$ cat src/rtl/calc_pkg.sv
// Shared encodings for the calculator datapath; the entry sequencer and the
// retain decoder both import this so their views of the state word agree.
package calc_pkg;

    localparam int CALC_DATA_W = 16;
    localparam int CALC_OP_W   = 2;

    typedef enum logic [2:0] {
        WAIT_A  = 3'b000,
        WAIT_B  = 3'b001,
        WAIT_OP = 3'b010,
        SHOW    = 3'b011
    } entry_state_t;

endpackage

$ cat src/rtl/button_conditioner.sv
// Synchronises and debounces one raw pushbutton; emits a 1-cycle press pulse.
// Latency: level held from edge k gives the pulse after edge k+DEBOUNCE_CYCLES+2; no backpressure.
module button_conditioner #(
    parameter int DEBOUNCE_CYCLES = 500000
) (
    input  logic clk,
    input  logic resetN,
    input  logic btn_raw,
    output logic press_pulse
);

    localparam int CNT_W = (DEBOUNCE_CYCLES > 2) ? $clog2(DEBOUNCE_CYCLES) : 1;
    localparam logic [CNT_W-1:0] CNT_LAST = CNT_W'(DEBOUNCE_CYCLES - 1);

    logic             sync1_q;
    logic             sync2_q;
    logic             stable_q;
    logic             stable_prev_q;
    logic             pulse_q;
    logic [CNT_W-1:0] cnt_q;

    always_ff @(posedge clk) begin
        if (!resetN) begin
            sync1_q       <= 1'b0;
            sync2_q       <= 1'b0;
            stable_q      <= 1'b0;
            stable_prev_q <= 1'b0;
            pulse_q       <= 1'b0;
            cnt_q         <= '0;
        end else begin
            sync1_q       <= btn_raw;
            sync2_q       <= sync1_q;
            stable_prev_q <= stable_q;
            pulse_q       <= stable_q & ~stable_prev_q;
            // Any sample agreeing with the accepted level restarts the window.
            if (sync2_q == stable_q) begin
                cnt_q <= '0;
            end else if (cnt_q == CNT_LAST) begin
                stable_q <= sync2_q;
                cnt_q    <= '0;
            end else begin
                cnt_q <= cnt_q + 1'b1;
            end
        end
    end

    assign press_pulse = pulse_q;

endmodule

$ cat src/rtl/entry_sequencer.sv
// Operand/operation entry FSM: A -> B -> OP -> SHOW on debounced ENTER, CLEAR wipes the entry.
// Latency: capture and state change on the edge a press pulse is seen; no backpressure.
module entry_sequencer
    import calc_pkg::*;
#(
    parameter int DATA_W          = CALC_DATA_W,
    parameter int OP_W            = CALC_OP_W,
    parameter int DEBOUNCE_CYCLES = 500000
) (
    input  logic              clk,
    input  logic              resetN,
    input  logic              btn_enter,
    input  logic              btn_clear,
    input  logic [DATA_W-1:0] sw,
    output logic [2:0]        state,
    output logic [DATA_W-1:0] a_val,
    output logic [DATA_W-1:0] b_val,
    output logic [OP_W-1:0]   op_val,
    output logic              result_valid
);

    logic enter_pulse;
    logic clear_pulse;

    button_conditioner #(.DEBOUNCE_CYCLES(DEBOUNCE_CYCLES)) u_enter_btn (
        .clk         (clk),
        .resetN      (resetN),
        .btn_raw     (btn_enter),
        .press_pulse (enter_pulse)
    );

    button_conditioner #(.DEBOUNCE_CYCLES(DEBOUNCE_CYCLES)) u_clear_btn (
        .clk         (clk),
        .resetN      (resetN),
        .btn_raw     (btn_clear),
        .press_pulse (clear_pulse)
    );

    entry_state_t      state_q, state_d;
    logic [2:0]        state_cur;
    logic [DATA_W-1:0] a_q, a_d;
    logic [DATA_W-1:0] b_q, b_d;
    logic [OP_W-1:0]   op_q, op_d;
    logic              rv_q, rv_d;

    assign state_cur = state_q;

    always_ff @(posedge clk) begin
        if (!resetN) begin
            state_q <= WAIT_A;
            a_q     <= '0;
            b_q     <= '0;
            op_q    <= '0;
            rv_q    <= 1'b0;
        end else begin
            state_q <= state_d;
            a_q     <= a_d;
            b_q     <= b_d;
            op_q    <= op_d;
            rv_q    <= rv_d;
        end
    end

    always_comb begin
        state_d = state_q;
        a_d     = a_q;
        b_d     = b_q;
        op_d    = op_q;
        if (clear_pulse) begin
            state_d = WAIT_A;
            a_d     = '0;
            b_d     = '0;
            op_d    = '0;
        end else if (state_cur[2]) begin
            // Unreachable encodings recover to the start without touching data.
            state_d = WAIT_A;
        end else if (enter_pulse) begin
            case (state_cur)
                WAIT_A: begin
                    a_d     = sw;
                    state_d = WAIT_B;
                end
                WAIT_B: begin
                    b_d     = sw;
                    state_d = WAIT_OP;
                end
                WAIT_OP: begin
                    op_d    = sw[OP_W-1:0];
                    state_d = SHOW;
                end
                default: state_d = WAIT_A;
            endcase
        end
        rv_d = (state_d == SHOW);
    end

    assign state        = state_q;
    assign a_val        = a_q;
    assign b_val        = b_q;
    assign op_val       = op_q;
    assign result_valid = rv_q;

endmodule

$ cat config.mk
export PLATFORM = sky130hd
export DESIGN_NAME = entry_sequencer
export DESIGN_NICKNAME = d
export VERILOG_FILES = /design/src/rtl/calc_pkg.sv /design/src/rtl/button_conditioner.sv /design/src/rtl/entry_sequencer.sv
export SDC_FILE = /design/constraint.sdc
export NUM_CORES = 1
export LEC_CHECK = 0
export BUFFER_PORTS_ARGS = -buffer_cell sky130_fd_sc_hd__buf_2
export CAP_MARGIN = 20
export CORE_MARGIN = 5
export CORE_UTILIZATION = 30
export CTS_CLUSTER_DIAMETER = 150
export DETAILED_ROUTE_END_ITERATION = 16
export PLACE_DENSITY_LB_ADDON = 0.08
export SETUP_SLACK_MARGIN = 0.05
export SLEW_MARGIN = 20
export SYNTH_ARGS = -nofsm -noshare
export SYNTH_HDL_FRONTEND = slang
export SYNTH_HIERARCHICAL = 1
export SYNTH_SLANG_ARGS = --single-unit
$ cat constraint.sdc
create_clock -name clk -period 1.9 [get_ports clk]
set_input_delay 0.19 -clock clk [delete_from_list [all_inputs] [get_ports clk]]
set_output_delay 0.19 -clock clk [all_outputs]
set_load 0.05 [all_outputs]
; ---- Yosys cells after proc, flatten, opt, wreduce, memory -nomap -nowiden
; Index checks and enable logic that the tools add are counted.
; W data, S select, Z words.
[totals]
register_bits = 86
out_inout_bits = 38
[classes]
n_eq_ne = 7
muxes = 4
n_bitwise = 8
n_reduce_logical = 9
addsub = 2
[ops]
columns = op, count
row1 = $add A19 B1 Y19 const B, 2
row2 = $eq A19 B19 Y1 const B, 2
row3 = $reduce_and A3 Y1, 3
row4 = $eq A3 B2 Y1 const B, 2
row5 = $mux W2, 3
row6 = $not A1 Y1, 6
row7 = $pmux W2 S3, 1
row8 = $reduce_or A3 Y1, 2
row9 = $reduce_and A2 Y1, 2
row10 = $eq A3 B1 Y1 const B, 1
row11 = $logic_not A3 Y1, 1
row12 = $and A1 B1 Y1, 2
row13 = $eq A1 B1 Y1, 2
row14 = $reduce_or A2 Y1, 1

; ---- Depth between registers and ports, before layout
; Gate-level depths: netlist (run 1).
[logic_depth]
depth_word = 6
depth_mapped = 6
ltp_nobuf = 5

; ---- Cells and area by module
; Netlist (run 1), hierarchy kept.
[by_module_without_submodules]
columns = mod, area_per_inst_um2, cells_per_inst, n_inst
row1 = button_conditioner, 1017.2, 111, 2
row2 = entry_sequencer, 1829.3, 174, 1

; ---- Worst setup path after synthesis (run 1)
; OpenSTA, ideal clock, no wires.
[synth_timing]
path_type = reg2reg
from = register u_clear_btn.cnt_q[0]
to = register u_clear_btn.cnt_q[10]
setup_ps = 115
t_required_ps = 1785
t_arrival_ps = 1697
slack_ps = 89
synth_period_minus_slack_ps = 1811
stages_incl_launch_ff = 7
n_path_buf = 1
path_cell_list = dfxtp_1 ha_1 nand3_2 or4_4 o31ai_4 buf_6 nor2_1
[synth_between]
elab_chain_cells = 2
word_cells_on_any_way = 3
[synth_rtl]
columns = item, line
row1 = "start, declared", button_conditioner.sv:20  ; logic [CNT_W-1:0] cnt_q;
row2 = "start signal, assigned", button_conditioner.sv:42  ; cnt_q <= cnt_q + 1'b1;
row3 = branches (longest 2 deep; another with $add A19 B1 Y19), n/a
; Parallel ways; which one is timed is not known.
; A chain may end at the register's enable or synchronous reset.

; ---- Worst setup path in the final report (run 1)
[layout_timing]
from = register u_clear_btn.cnt_q[0]
to = register u_clear_btn.cnt_q[2]
; Same word-level chain as after synthesis.

==> impl_metrics.yaml, run 1 <==
finish:
  antenna-diode-count: 0
  final_layout_size_suffix_gt1_frac: 0.296
  flow.area_growth_from_synthesis_pct: 19.7
  filler_cell_count: 1319
  nets: 487
  postLayoutCellArea_um2: 4630
logic_synthesis:
  synth-edff-count: 0
  ys_async_sr_fraction: 0
  synth.top_cell.area_share: 0.440
  synthTopCellsByArea: "sky130_fd_sc_hd__dfxtp_1, sky130_fd_sc_hd__a21bo_1, sky130_fd_sc_hd__a21oi_2"
  mappedNetlistNets: 421
  synthesized_instance_count: 396
  syn-cell-area_um2: 3860
  synthDominantAreaCellType: "sky130_fd_sc_hd__dfxtp_1"
  ys_ff_latch: 85
  sequential_element_share_of_the_synthesized_area: 0.440
  ys.flop_type: "sky130_fd_sc_hd__dfxtp_1"
  yosysUniqueCellTypes: 37
  yosys_warnings: 6
  post_synth.cell_area_avg_um2: 9.76
worst_setup_path:
  cp.arrival_ns: 1.98
  crit_required_ns: 2.12
  startpoint_type: "flip-flop"
  timing.critical_path.fanout_max: 19
  worstSetupPathType: "reg2reg"
  critPathCaptureType: "flip-flop"
die:
  dieHeight_um: 123
  starting_utilization_of_the_core_area: 0.306
  die_area_um2: 15200
  standard_cell_core_area_um2: 12600
  std_cell_rows: 41
  die_width_um: 123
  ioPinCount: 58
clock_network:
  cts_buffer_depth: 2
  clock_tree_from_tritoncts: "done"
  cts_max_level: 3
  clkTransAtPathRegs_ns: 0.06
  cts_hold_buf: 0
  clk-insertion-delay-late_ns: 0.34
  cts_buffers: 9
  cts_root_buffer: "sky130_fd_sc_hd__clkbuf_16"
  cts.repair.resized: 0
  clock_sink_count: 85
  post_cts_buffers: 0
sta:
  drv_slew: 0
  hold_violations: 0
  finalWorstPathRequiredPeriod_ns: 1.77
  setup_viol_count_final: 0
  skew_ns: 0.00673
  final.period_utilization: 0.930
  final.setup.tns_ns: 0
  setup_slack_ns: 0.134
  max_freq_mhz: 566
  grt_setup_unrepaired: "true"
grt:
  antenna_found_initial: 0
  first_pass_grt_wire_length_mm: 13.8
  maximum_number_of_pins_on_one_net_before_global_route_repair: 38
  groute.usage.overall: 0.114
  grt_overflow_total: 0
  grt_pass1_vias: 2847
drt:
  routedWlPerCell_um: 13.2
  via_count: 2977
  remaining_drcs: 0
  drt.antenna.violating_nets: 0
  drt_iter0_markers: 190
  vias_per_cell: 4.67
  route.final.wire_length_mm: 8.39
  firstDrtPassIters: 4
placed_design:
  gp_congestion: 0.731
  pre_cts_ws_ns: 0.123
  placed_area_um2: 4370
  io_buffers: 56
  place_hpwl_mm: 5.71
flow_run:
  maxCapViolCount: 0
pwr:
  cell_leakage_power_nw: 1.62
  power.density_cell_area_nw_per_um2: 750
  vdd_drop_max_mv: 0.294
min_path:
  min-delay-path-class: "in2reg"
outcome:
  run_status: "finished, final reports clean"
-- through the flow --
stage,util,power (mW),cells,hold slack (ns)
floorplan,-,1.87,396,0.312
global placement,0.346,1.91,623,0.367
detailed placement,0.346,1.91,623,0.375
CTS,0.367,3.54,638,0.0406
global route,0.367,3.61,638,0.0617
finish,0.367,3.47,638,0.0593
-- placed cells by master (no fill, tap or decap), drive strengths merged, types with 5 or more instances in the layout --
master,instances
nor3,10
buf,77
nand4,14
a21bo,34
dfxtp,85
xor2,6
inv,14
and2,6
nor2,39
nor4,10
nand2,14
nand3,46
a21oi,43
ha,5
xnor2,22
clkbuf,13
-- registers in the layout, indices dropped and copies added (netlist names), 2 cells and up --
signal	cells
b_val	16
u_enter_btn/cnt_q	19
a_val	16
u_clear_btn/cnt_q	19
state	2
op_val	2
-- where the power goes --
group / internal, mW / leakage (nW) / total (mW) / switching, mW
logic: 0.0279 / 0.801 / 0.0763 / 0.0484
registers: 1.79 / 0.686 / 1.79 / 0.00260
clock network: 0.912 / 0.129 / 1.60 / 0.693
total: 2.73 / 1.62 / 3.47 / 0.744
-- metal layers --
layer,vias up,GRT usage,part of all wire
met5,-,0,0
met4,0,0.0581,0.021
met3,12,0.0279,0.050
li1,1527,-,-
met1,1386,0.154,0.51
met2,52,0.169,0.42
-- cell type report --
cell class                      count  area [µm²]  share of cell area
Sequential cell                    85        1700               0.368
Inverter                           14        52.6              0.0114
Clock inverter                      2        10.0             0.00216
Timing Repair Buffer               77         488               0.105
Clock buffer                       13         250              0.0541
Tap cell                          172         215              0.0465
Multi-Input combinational cell    275        1910               0.412
-- final timing paths --
kind                        startpoint                      end  slack, ns  cells after the start
min                          btn_enter      u_enter_btn/sync1_q       0.06                      2
max               u_clear_btn/cnt_q[0]     u_clear_btn/cnt_q[2]       0.13                      6
max reg2reg       u_clear_btn/cnt_q[0]     u_clear_btn/cnt_q[2]       0.13                      6
min reg2reg  u_enter_btn/stable_prev_q  u_enter_btn/press_pulse       0.37                      1
-- kinds of logic (layout without fill, tap and decap cells) --
| group | Yosys count | in the layout | share of synthesized area |
|---|---|---|---|
| mux | 3 | 3 | 0.00777 |
| fa+ha+maj | 5 | 5 | 0.0162 |
| compound gates | 87 | 87 | 0.203 |
| simple gates | 151 | 151 | 0.201 |
| buf+inv | 36 | 106 | 0.0667 |
| flops | 85 | 85 | 0.440 |
| xor+xnor | 28 | 28 | 0.0635 |
| other cells | 1 | 1 | 0.000971 |
-- worst max-delay path, cell delays in order (launching register included) --
cell and delay [ns]:
sky130_fd_sc_hd__dfxtp_1 0.37, sky130_fd_sc_hd__ha_1 0.23, sky130_fd_sc_hd__nand3_2 0.10, sky130_fd_sc_hd__or4_4 0.44
sky130_fd_sc_hd__o31ai_4 0.17, sky130_fd_sc_hd__buf_4 0.27, sky130_fd_sc_hd__nor2_1 0.08
-- cell usage after synthesis (3+ instances only) --
| master | n |
|---|---|
| sky130_fd_sc_hd__a21bo_1 | 31 |
| sky130_fd_sc_hd__a21bo_2 | 3 |
| sky130_fd_sc_hd__a21oi_1 | 12 |
| sky130_fd_sc_hd__a21oi_2 | 31 |
| sky130_fd_sc_hd__and2_1 | 6 |
| sky130_fd_sc_hd__buf_2 | 5 |
| sky130_fd_sc_hd__buf_4 | 4 |
| sky130_fd_sc_hd__buf_6 | 6 |
| sky130_fd_sc_hd__buf_8 | 4 |
| sky130_fd_sc_hd__clkbuf_4 | 3 |
| sky130_fd_sc_hd__dfxtp_1 | 85 |
| sky130_fd_sc_hd__ha_1 | 5 |
| sky130_fd_sc_hd__inv_1 | 14 |
| sky130_fd_sc_hd__mux2i_1 | 3 |
| sky130_fd_sc_hd__nand2_1 | 14 |
| sky130_fd_sc_hd__nand3_1 | 44 |
| sky130_fd_sc_hd__nand4_1 | 14 |
| sky130_fd_sc_hd__nor2_1 | 39 |
| sky130_fd_sc_hd__nor3_1 | 10 |
| sky130_fd_sc_hd__nor4_1 | 10 |
| sky130_fd_sc_hd__xnor2_1 | 22 |
| sky130_fd_sc_hd__xor2_1 | 6 |
Note: power is estimated with default switching activity, not from simulation.
==> run 2, diff against run 1 <==
Settings changed: BUFFER_PORTS_ARGS -buffer_cell sky130_fd_sc_hd__buf_2 to -buffer_cell sky130_fd_sc_hd__buf_4.
==> run 2 against run 1 <==
  * First-iteration DRC count down 16%
  * Maximum frequency is 1.2% higher
  * Wire length fell by 1.9%
  * Clock-buffer cell count down 2
  * Final cell count did not move
  * Global-route usage down 0.46 points
  * Utilization increased by 1.2 points
==> impl_metrics.yaml, run 2 (same netlist as run 1, synthesis figures left out) <==
finish:
  flow.area_growth_from_synthesis_pct: 23.6
  final_core_util: 0.378
  final_cells: 638
  filler_cell_count: 1281
  final_common_cell: "sky130_fd_sc_hd__dfxtp_1"
  antenna-diode-count: 0
  final_layout_size_suffix_gt1_frac: 0.303
  layout_common_cells: "sky130_fd_sc_hd__dfxtp_1, sky130_fd_sc_hd__buf_4, sky130_fd_sc_hd__nand3_1, sky130_fd_sc_hd__nor2_1"
  largest_registers: "u_clear_btn/cnt_q: 19 flops, u_enter_btn/cnt_q: 19 flops"
  nets: 486
sta:
  max_freq_mhz: 573
  skew_ns: 0.00546
  drv_slew: 0
  grt_setup_unrepaired: "false"
  setup_viol_count_final: 0
  worst_pin_slew_ns: 0.539
  relative_slew_slack: 0.640
  finalWorstPathRequiredPeriod_ns: 1.75
  setup_slack_ns: 0.154
  final.period_utilization: 0.919
  hold_violations: 0
  final.setup.tns_ns: 0
worst_setup_path:
  slowest_delay_ns: 0.44
  worst_path_top_cell_family_by_delay: "simple AND/OR/NAND/NOR gates"
  cpMaxStageDelayCell: "sky130_fd_sc_hd__or4_4"
  cp_cell_sequence: "ha_1 > nand3_2 > or4_4 > o31ai_4 > buf_6 > nor2_1"
  cp.buffers_inverters: 1
  crit_required_ns: 2.12
  critPathCaptureType: "flip-flop"
  worstSetupPathType: "reg2reg"
  startpoint_type: "flip-flop"
  timing.critical_path.fanout_max: 19
  cp.arrival_ns: 1.97
grt:
  maximum_number_of_pins_on_one_net_before_global_route_repair: 51
  first_pass_grt_wire_length_mm: 13.3
  antenna_found_initial: 0
  grt_overflow_total: 0
  grt_pass1_vias: 2681
  groute.usage.overall: 0.110
die:
  standard_cell_core_area_um2: 12600
  die_area_um2: 15200
  std_cell_rows: 41
  dieHeight_um: 123
  ioPinCount: 58
  starting_utilization_of_the_core_area: 0.306
  die_width_um: 123
pwr:
  part_of_the_total_power_dissipated_in_combinational_logic: 0.024
  power_switching_mw: 0.754
  cell_leakage_power_nw: 1.63
  power.density_cell_area_nw_per_um2: 759
  share_clk_of_total_power: 0.483
  vdd_drop_max_mv: 0.358
  p_sw_frac: 0.208
  intPower_mw: 2.87
  sequentialPowerShare: 0.494
min_path:
  min-delay-path-class: "in2reg"
flow_run:
  maxCapViolCount: 0
drt:
  drt.antenna.violating_nets: 0
  drt_iter0_markers: 159
  vias_per_cell: 4.57
  route.final.wire_length_mm: 8.24
  remaining_drcs: 0
  routedWlPerCell_um: 12.9
  via_count: 2915
  firstDrtPassIters: 4
outcome:
  run_status: "finished, final reports clean"
clock_network:
  cts_buffers: 9
  cts_root_buffer: "sky130_fd_sc_hd__clkbuf_16"
  clkTransAtPathRegs_ns: 0.06
  clk-insertion-delay-late_ns: 0.33
  cts_buffer_depth: 2
  clock_sink_count: 85
  post_cts_buffers: 0
  cts_max_level: 3
  clock_tree_from_tritoncts: "done"
placed_design:
  gp_congestion: 0.747
  dp_cells: 622
  place_hpwl_mm: 5.60
  pre_cts_ws_ns: 0.126
  io_buffers: 56
run 2: routing by layer:
metal / up-vias / track usage / share of wire
met3: 10 / 0.0224 / 0.041
met1: 1336 / 0.151 / 0.52
li1: 1524 / - / -
met2: 45 / 0.163 / 0.42
met4: 0 / 0.0519 / 0.018
met5: - / 0 / 0
run 2: per-stage QoR:
step | total power, mW | hold WS (ns) | area, µm²
final | 3.63 | 0.0650 | 4770
after global routing | 3.76 | 0.0564 | 4770
after CTS | 3.70 | 0.0479 | 4770
after detailed placement | 1.92 | 0.364 | 4470
after global placement | 1.92 | 0.368 | 4470
after floorplan | 1.87 | 0.312 | 3860
run 2: worst reg2reg max path, delay by kind of cell (launching register included):
| family | cells | cell delay, ns |
|---|---|---|
| compound gates | 1 | 0.19 |
| simple gates | 3 | 0.61 |
| buf+inv | 1 | 0.21 |
| flops | 1 | 0.38 |
| fa+ha+maj | 1 | 0.24 |
run 2: area by class of cell:
type	instances	area, µm²	share of cell area
sequential	85	1700	0.357
tap	172	215	0.0451
timing repair buffer	76	599	0.126
clock inverter	5	50.0	0.0105
inverter	14	52.6	0.0110
multi-input combinational	275	1910	0.400
clock buffer	11	243	0.0508
run 2: path summary, 6_finish.rpt:
path                                                 from                 endpoint  cells past startpoint  slack [ns]
worst max-delay path                 u_enter_btn/cnt_q[0]    u_enter_btn/cnt_q[12]                      6        0.15
worst min-delay path                            btn_clear      u_clear_btn/sync1_q                      2        0.06
worst max register to register       u_enter_btn/cnt_q[0]    u_enter_btn/cnt_q[12]                      6        0.15
worst min register to register  u_enter_btn/stable_prev_q  u_enter_btn/press_pulse                      1        0.37
run 2: what timing repair did:
action                                  CTS  global route
resized for setup                         0             2
endpoints found under the setup margin    0            21
hold buffers                              0             0
run 2: power by group through the flow:
stage | registers (mW) | logic [mW] | clock network, mW
4_1_cts | 1.79 | 0.0882 | 1.83
2_1_floorplan | 1.83 | 0.0434 | 0
6_report | 1.79 | 0.0867 | 1.75
3_5_place_dp | 1.83 | 0.0881 | 0
5_1_grt | 1.79 | 0.0946 | 1.88
3_3_place_gp | 1.83 | 0.0887 | 0
==> run 3, diff against run 2 <==
Settings changed: CORE_UTILIZATION 30 to 45.
==> run 3 against run 2 <==
  * Critical path type unchanged
  * Sequential power hardly changed
  * Wire length fell by 7.4%
  * Via count up 0.72%
  * Non-clock buffer count is 5 lower
  * Largest power group unchanged
==> impl_metrics.yaml, run 3 (same netlist as run 1, synthesis figures left out) <==
finish:
  largest_registers: "u_clear_btn/cnt_q: 19 flops, u_enter_btn/cnt_q: 19 flops"
  final_common_cell: "sky130_fd_sc_hd__dfxtp_1"
  postLayoutCellArea_um2: 4590
  filler_cell_count: 745
  multi_input_area_um2: 1910
  antenna-diode-count: 0
  flow.area_growth_from_synthesis_pct: 18.7
  final_cells: 566
  final_core_util: 0.553
  layout_common_cells: "sky130_fd_sc_hd__dfxtp_1, sky130_fd_sc_hd__buf_4, sky130_fd_sc_hd__nand3_1, sky130_fd_sc_hd__nor2_1"
  register_area_um2: 1700
  nets: 481
  final_layout_size_suffix_gt1_frac: 0.297
drt:
  via_count: 2936
  remaining_drcs: 0
  drt_iter0_markers: 79
  route.final.wire_length_mm: 7.62
  firstDrtPassIters: 4
  drt.antenna.violating_nets: 0
  routedWlPerCell_um: 13.5
  vias_per_cell: 5.19
clock_network:
  cts_max_level: 3
  clock_tree_from_tritoncts: "done"
  cts_hold_buf: 0
  cts_buffers: 9
  cts_buffer_depth: 2
  clkTransAtPathRegs_ns: 0.09
  clk-insertion-delay-late_ns: 0.35
  cts_root_buffer: "sky130_fd_sc_hd__clkbuf_8"
  clock_sink_count: 85
sta:
  finalWorstPathRequiredPeriod_ns: 1.76
  fin_hold_ws_ns: 0.0563
  hold_violations: 0
  final.setup.tns_ns: 0
  grt_setup_unrepaired: "false"
  setup_slack_ns: 0.144
  skew_ns: 0.0103
  setup_viol_count_final: 0
  drv_slew: 0
  final.period_utilization: 0.924
  max_freq_mhz: 569
grt:
  first_pass_grt_wire_length_mm: 12.7
  grt_pass1_vias: 2678
  groute.usage.overall: 0.150
  grt_overflow_total: 0
  maximum_number_of_pins_on_one_net_before_global_route_repair: 74
  antenna_found_initial: 0
flow_run:
  maxCapViolCount: 0
worst_setup_path:
  crit_required_ns: 2.19
  cp.arrival_ns: 2.04
  slowest_delay_ns: 0.50
  cpMaxStageDelayCell: "sky130_fd_sc_hd__or4_1"
  critical_path.startpoint: "u_clear_btn/cnt_q[5]"
  cp_cell_sequence: "nand3_1 > or2_4 > or4_1 > a21oi_1"
  timing.critical_path.fanout_max: 8
  worst_r2r_startpoint: "u_clear_btn/cnt_q[5]"
  startpoint_type: "flip-flop"
  critPathCaptureType: "flip-flop"
  worstSetupPathType: "reg2reg"
die:
  dieHeight_um: 103
  standard_cell_core_area_um2: 8300
  starting_utilization_of_the_core_area: 0.466
  die_area_um2: 10500
  ioPinCount: 58
  std_cell_rows: 33
  die_width_um: 103
placed_design:
  dp_cells: 550
  io_buffers: 56
  place_hpwl_mm: 5.21
  pre_cts_ws_ns: 0.123
  gp_congestion: 0.798
  placed_area_um2: 4360
pwr:
  design_power_total_mw: 3.20
  power.density_cell_area_nw_per_um2: 697
  vdd_drop_max_mv: 0.524
  cell_leakage_power_nw: 1.57
min_path:
  holdCritStartpoint: "btn_clear"
  min-delay-path-class: "in2reg"
outcome:
  run_status: "finished, final reports clean"
run 3: cell types whose count changed in the layout (fill, tap and decap cells not counted), moves of 2 or more:
cell                         delta
sky130_fd_sc_hd__clkinvlp_4     +2
sky130_fd_sc_hd__buf_4          -7
sky130_fd_sc_hd__clkinv_2       -3
sky130_fd_sc_hd__clkbuf_8      +10
sky130_fd_sc_hd__clkbuf_16      -9
run 3: repair_timing:
action                     4_1_cts  5_1_grt
buffers inserted                 0        0
gates resized for setup          0        3
setup endpoints to repair        0       31
run 3: per-layer routing:
layer / GRT usage / vias up / share of wire
li1: - / 1508 / -
met1: 0.213 / 1366 / 0.50
met2: 0.221 / 51 / 0.43
met3: 0.0291 / 11 / 0.053
met4: 0.0636 / 0 / 0.017
met5: 0 / - / 0
run 3: final cells by class:
type / instances / share of cell area
Clock buffer: 11 / 0.0330
Clock inverter: 5 / 0.0128
Inverter: 14 / 0.0115
Multi-Input combinational cell: 275 / 0.417
Sequential cell: 85 / 0.371
Tap cell: 105 / 0.0286
Timing Repair Buffer: 71 / 0.126
run 3: worst paths after layout:
check                                          endpoint  slack [ns]  cells after the start
worst max-delay path              u_clear_btn/cnt_q[13]        0.14                      4
worst min-delay path                u_clear_btn/sync1_q        0.06                      2
worst max register to register    u_clear_btn/cnt_q[13]        0.14                      4
worst min register to register  u_enter_btn/press_pulse        0.37                      1
run 3: power breakdown:
part / internal (mW) / switching [mW] / leakage (nW)
Clock: 0.679 / 0.644 / 0.102
Sequential: 1.78 / 0.00262 / 0.686
Combinational: 0.0381 / 0.0489 / 0.784
run 3: worst max-delay path, delay by kind of cell, from the launching register on:
family | cells | cell delay (ns)
AND/OR/NAND/NOR | 3 | 1.14
flip-flops | 1 | 0.42
AO/OA/AOI/OAI | 1 | 0.14
